<file path="config.mk">
export PLATFORM = sky130hd
export DESIGN_NAME = serial_sub
export DESIGN_NICKNAME = d
export VERILOG_FILES = /design/src/rtl/arith_pkg.sv /design/src/rtl/sub_cell.sv /design/src/rtl/serial_sub.sv
export SDC_FILE = /design/constraint.sdc
export NUM_CORES = 1
export LEC_CHECK = 0
export BUFFER_PORTS_ARGS = -buffer_cell sky130_fd_sc_hd__buf_2
export CORE_MARGIN = 1
export CORE_UTILIZATION = 50
export CTS_CLUSTER_SIZE = 8
export DETAILED_ROUTE_END_ITERATION = 12
export HOLD_SLACK_MARGIN = 0.1
export PLACE_DENSITY = 0.75
export SYNTH_ARGS = -nofsm -noshare
export SYNTH_HDL_FRONTEND = slang
export SYNTH_HIERARCHICAL = 1
export SYNTH_SLANG_ARGS = --single-unit
</file>
<file path="constraint.sdc">
create_clock -name clk -period 1.85 [get_ports clk]
set_clock_uncertainty 0.1 [all_clocks]
set_input_delay 0.37 -clock clk [delete_from_list [all_inputs] [get_ports clk]]
set_output_delay 0.37 -clock clk [all_outputs]
set_load 0.01 [all_outputs]
</file>
<file path="src/rtl/arith_pkg.sv">
// -----------------------------------------------------------------------------
// arith_pkg
// Shared definitions for the bit-serial arithmetic blocks.
//   state_e        : control FSM states (IDLE, SHIFT, DONE)
//   cnt_width()    : bit counter width for a given operand width
//   sub_diff()     : one-bit full-subtractor difference
//   sub_borrow()   : one-bit full-subtractor borrow-out
// -----------------------------------------------------------------------------
package arith_pkg;

   typedef enum logic [1:0] {
      ST_IDLE  = 2'd0,
      ST_SHIFT = 2'd1,
      ST_DONE  = 2'd2
   } state_e;

   // The counter only has to reach width-1, so $clog2(width) bits suffice.
   // The guard keeps a one-bit counter for degenerate widths.
   function automatic int cnt_width(input int width);
      return (width < 2) ? 1 : $clog2(width);
   endfunction

   // d = x - y - bin (mod 2)
   function automatic logic sub_diff(input logic x, input logic y, input logic bin);
      return x ^ y ^ bin;
   endfunction

   // Borrow out: x < y, or x == y with an incoming borrow.
   function automatic logic sub_borrow(input logic x, input logic y, input logic bin);
      return (~x & y) | (~(x ^ y) & bin);
   endfunction

endpackage

</file>
<file path="src/rtl/sub_cell.sv">
// -----------------------------------------------------------------------------
// sub_cell
// Combinational one-bit full subtractor: {bo, d} = x - y - bin.
// Ports:
//   x   in  minuend bit
//   y   in  subtrahend bit
//   bin in  borrow in
//   d   out difference bit
//   bo  out borrow out
// -----------------------------------------------------------------------------
module sub_cell
   import arith_pkg::*;
(
   input  logic x,
   input  logic y,
   input  logic bin,
   output logic d,
   output logic bo
);

   assign d  = sub_diff(x, y, bin);
   assign bo = sub_borrow(x, y, bin);

endmodule

</file>
<file path="src/rtl/serial_sub.sv">
// -----------------------------------------------------------------------------
// serial_sub
// Bit-serial subtractor computing a - b, one bit per clock, LSB first, through
// a single sub_cell and a borrow flop. A start/done handshake launches an
// operation and presents diff/bout/ovf for collection.
//
// Handshake: start is sampled on rising clk and accepted only in IDLE or DONE
// (ignored while busy). a and b are captured on the accepting edge. done is a
// one-cycle pulse WIDTH cycles after the accepting edge; diff/bout/ovf update
// only on that edge and hold until the next completion.
//
// Ports:
//   clk       in   rising-edge clock
//   rst_n     in   asynchronous active-low reset
//   start     in   launch request
//   a, b      in   minuend / subtrahend (WIDTH bits)
//   busy      out  high while shifting
//   done      out  one-cycle completion pulse
//   diff      out  a - b mod 2^WIDTH
//   bout      out  final borrow (a < b unsigned)
//   ovf       out  signed overflow of a - b
//   dbg_state out  current FSM state, for observation only
// -----------------------------------------------------------------------------
module serial_sub
   import arith_pkg::*;
#(
   parameter int WIDTH = 8
) (
   input  logic             clk,
   input  logic             rst_n,
   input  logic             start,
   input  logic [WIDTH-1:0] a,
   input  logic [WIDTH-1:0] b,
   output logic             busy,
   output logic             done,
   output logic [WIDTH-1:0] diff,
   output logic             bout,
   output logic             ovf,
   output state_e           dbg_state
);

   localparam int            CW       = cnt_width(WIDTH);
   localparam logic [CW-1:0] CNT_LAST = CW'(WIDTH - 1);

   // ---------------------------------------------------------------------------
   // Registers
   // ---------------------------------------------------------------------------
   state_e           state_q, state_d;
   logic [CW-1:0]    cnt_q, cnt_d;
   logic [WIDTH-1:0] ra_q, ra_d;
   logic [WIDTH-1:0] rb_q, rb_d;
   logic [WIDTH-1:0] rd_q, rd_d;
   logic             br_q, br_d;
   logic             a_msb_q, a_msb_d;
   logic             b_msb_q, b_msb_d;
   logic [WIDTH-1:0] diff_q, diff_d;
   logic             bout_q, bout_d;
   logic             ovf_q, ovf_d;

   // FSM-derived controls
   logic accept;
   logic shift_en;
   logic last;

   // Subtractor cell outputs
   logic cell_d;
   logic cell_bo;

   sub_cell u_sub_cell (
      .x   (ra_q[0]),
      .y   (rb_q[0]),
      .bin (br_q),
      .d   (cell_d),
      .bo  (cell_bo)
   );

   // ---------------------------------------------------------------------------
   // FSM: state register
   // ---------------------------------------------------------------------------
   always_ff @(posedge clk or negedge rst_n) begin
      if (!rst_n) begin
         state_q <= ST_IDLE;
      end else begin
         state_q <= state_d;
      end
   end

   // ---------------------------------------------------------------------------
   // FSM: next-state logic
   // ---------------------------------------------------------------------------
   always_comb begin
      state_d = state_q;
      unique case (state_q)
         ST_IDLE:  if (start) state_d = ST_SHIFT;
         ST_SHIFT: if (cnt_q == CNT_LAST) state_d = ST_DONE;
         ST_DONE:  state_d = start ? ST_SHIFT : ST_IDLE;
         default:  state_d = ST_IDLE;
      endcase
   end

   // ---------------------------------------------------------------------------
   // FSM: outputs and datapath controls
   // ---------------------------------------------------------------------------
   always_comb begin
      accept   = 1'b0;
      shift_en = 1'b0;
      last     = 1'b0;
      busy     = 1'b0;
      done     = 1'b0;
      unique case (state_q)
         ST_IDLE: begin
            accept = start;
         end
         ST_SHIFT: begin
            busy     = 1'b1;
            shift_en = 1'b1;
            last     = (cnt_q == CNT_LAST);
         end
         ST_DONE: begin
            done   = 1'b1;
            accept = start;
         end
         default: begin
            accept = 1'b0;
         end
      endcase
   end

   // ---------------------------------------------------------------------------
   // Datapath next-state
   // ---------------------------------------------------------------------------
   always_comb begin
      cnt_d   = cnt_q;
      ra_d    = ra_q;
      rb_d    = rb_q;
      rd_d    = rd_q;
      br_d    = br_q;
      a_msb_d = a_msb_q;
      b_msb_d = b_msb_q;
      diff_d  = diff_q;
      bout_d  = bout_q;
      ovf_d   = ovf_q;

      if (accept) begin
         ra_d    = a;
         rb_d    = b;
         rd_d    = '0;
         br_d    = 1'b0;
         cnt_d   = '0;
         a_msb_d = a[WIDTH-1];
         b_msb_d = b[WIDTH-1];
      end else if (shift_en) begin
         ra_d  = {1'b0, ra_q[WIDTH-1:1]};
         rb_d  = {1'b0, rb_q[WIDTH-1:1]};
         rd_d  = {cell_d, rd_q[WIDTH-1:1]};
         br_d  = cell_bo;
         cnt_d = cnt_q + CW'(1);
      end

      // Results are taken from the cell directly on the final bit so that the
      // last difference/borrow bit is included without an extra cycle.
      if (last) begin
         diff_d = {cell_d, rd_q[WIDTH-1:1]};
         bout_d = cell_bo;
         // Overflow only possible when operand signs differ; it occurred if the
         // result sign differs from the minuend sign.
         ovf_d  = (a_msb_q != b_msb_q) & (cell_d != a_msb_q);
      end
   end

   // ---------------------------------------------------------------------------
   // Datapath registers
   // ---------------------------------------------------------------------------
   always_ff @(posedge clk or negedge rst_n) begin
      if (!rst_n) begin
         cnt_q   <= '0;
         ra_q    <= '0;
         rb_q    <= '0;
         rd_q    <= '0;
         br_q    <= 1'b0;
         a_msb_q <= 1'b0;
         b_msb_q <= 1'b0;
         diff_q  <= '0;
         bout_q  <= 1'b0;
         ovf_q   <= 1'b0;
      end else begin
         cnt_q   <= cnt_d;
         ra_q    <= ra_d;
         rb_q    <= rb_d;
         rd_q    <= rd_d;
         br_q    <= br_d;
         a_msb_q <= a_msb_d;
         b_msb_q <= b_msb_d;
         diff_q  <= diff_d;
         bout_q  <= bout_d;
         ovf_q   <= ovf_d;
      end
   end

   assign diff      = diff_q;
   assign bout      = bout_q;
   assign ovf       = ovf_q;
   assign dbg_state = state_q;

endmodule

</file>
==> out/metrics.cfg <==
[timing]
hold_viol=0
setup_ws_ps=185.0
fmax_mhz=600.6
period_share=0.9000
fin_crit_ps=1665
drv_slew=0
slew-limit-headroom=0.6702
worst_pin_slew_ps=494.7
setup_violations=0
tns_ps=0
hold_slack_ps=128.9
rsz0062_at_grt=false

[clock_network]
cts_root_buf=clkbuf_4
htreeDepth=2
numCtsBuffers=5
path_clk_slew_ps=130
cts.sinks=41
clk_latency_ps=350
cts_max_path_buffers=2
cts_tree=yes

[routing]
vias=1121
via_per_inst=5.142
firstDrtPassIters=4
drtIter0Drc=58
drc=0
drt-wirelength-per-cell_um=13.48
wirelength_um=2938
ant_nets=0

[critical_path]
crit_fanout=5
setup.worst_path.end_class=output port
arrival_ps=1190
critPathLaunchType=flop
crit_required_ps=1380
path_class=flop to output port
rrSetupSlack_ps=230

[logic_synthesis]
synth_area_per_cell_um2=13.10
ys_seq_area_frac=0.5887
synth-async-reset-ratio=1.000
netlist_top_cells_count=dfrtp_1, a22o_1, nand2_1
synthMostInstantiatedCell=dfrtp_1
synth_cell_type_count=23
ys_warn_count=6
syn-num-nets=155
synth_edf_count=0
synth_cells=133
synth_area_mm2=0.001743
yosysTopAreaCellShare=0.5887
synth_top_cell_by_area=dfrtp_1
ys.flop_type=dfrtp_1
yosys-top-cells-area=dfrtp_1, a22o_1, mux2_2, mux2i_1, nand2_1
synth-seq-cells=41

[global_routing]
grt_antenna_before_repair=0
grt_pass1_wl_um=4905
grt_max_degree=24
grt_pass1_vias=1132
grt_overflow_total=0
track_usage=0.1863

[floorplanning]
die_h_um=61.04
initial_core_util=0.5223
ioPinCount=33
rows=21
die-area_mm2=0.003726
core_mm2=0.003337
die_w_um=61.04

[run]
max_cap_violations=0

[placed_design]
io_buffers=32
gp_congestion=0.7138
place_area_mm2=0.001929
dp_hpwl_um=2011
pre_cts_ws_ps=235.9
dp_cells=207

[layout]
diodes=0
fin_nets=193
area_growth_pct=18.02
fin_cells=218
drive_above_1_share=0.3372
final_area_mm2=0.002057

[power_and_ir_drop]
cellPowerDensity_mw_per_mm2=1782
ir_drop_v=0.0007697
p_leak_nw=1.077

[worst_hold_path]
min_path_type=input pin to flop

[status]
status=finished clean

## report_power, final
part           internal, mW  switching [mW]
clock network         0.418           0.290
registers              1.30           0.238
logic                 0.733           0.688
## worst paths after layout
kind | startpoint | to | depth (start not counted)
worst max register to register | cnt_q[0] | diff[7] | 5
worst min register to register | rb_q[2] | rb_q[2] | 1
max in group asynchronous | rst_n | ra_q[1] | 3
min in group asynchronous | rst_n | diff[0] | 2
worst max-delay path | dbg_state[1] | busy | 2
worst min-delay path | a[6] | ra_q[6] | 3
## sequential cells by signal, summed over array words and instances (netlist names)
register and cells:
a_msb_q 1, b_msb_q 1, bout 1, br_q 1
cnt_q 3, dbg_state 2, diff 8, ovf 1
ra_q 8, rb_q 8, rd_q 7
## area by class of cell
cell class / instances / area, µm²
Fill cell: 288 / 1280
Tap cell: 46 / 57.56
Clock buffer: 5 / 37.54
Multi-Input combinational cell: 80 / 631.9
Sequential cell: 41 / 1026
Timing Repair Buffer: 38 / 220.2
Clock inverter: 3 / 65.06
Inverter: 5 / 18.77
## critical path: stages (launching register included)
cell and delay (ps):
dfrtp_1 440, and2b_4 280, buf_2 130
## routing by layer
layer / part of all wire / wire length (µm) / global-route usage
met1: 0.46 / 1344 / 0.2141
met3: 0.057 / 167 / 0.06513
met4: 0.0065 / 19 / 0.06818
met2: 0.48 / 1407 / 0.3214
met5: 0 / 0 / 0
## cell families after synthesis
logic type | synth area share
AO/OA/AOI/OAI | 0.1479
adder cells (fa/ha/maj) | 0.02584
buffers and inverters | 0.05455
flip-flops | 0.5887
multiplexers | 0.1106
AND/OR/NAND/NOR | 0.07251
## metrics by stage
| stage | total power, mW | utilization |
|---|---|---|
| finish | 3.665 | 0.6164 |
| CTS | 3.712 | 0.6164 |
| floorplan | 2.694 | - |
| detailed placement | 2.964 | 0.5782 |
| global route | 3.945 | 0.6164 |
| global placement | 2.891 | 0.5782 |
## what timing repair did
item | CTS | global route
endpoints found under the setup margin | 1 | 0
hold buffers | 1 | 0
resized for setup | 0 | 0
endpoints found under the hold margin | 20 | 0
buffers inserted | 1 | 0
## cells in the final DEF (no fill, tap or decap), types with 2 or more instances in the layout
cell type	instances
o21ai_1	8
buf_2	32
dfrtp_1	41
mux2_2	10
nand2_1	15
o21ai_0	2
buf_4	4
clkbuf_4	5
inv_1	5
a22o_1	18
bufinv_16	2
a21o_1	6
mux2i_1	8
nor2b_1	2
ha_1	2
(Power assumes the default switching activity.)
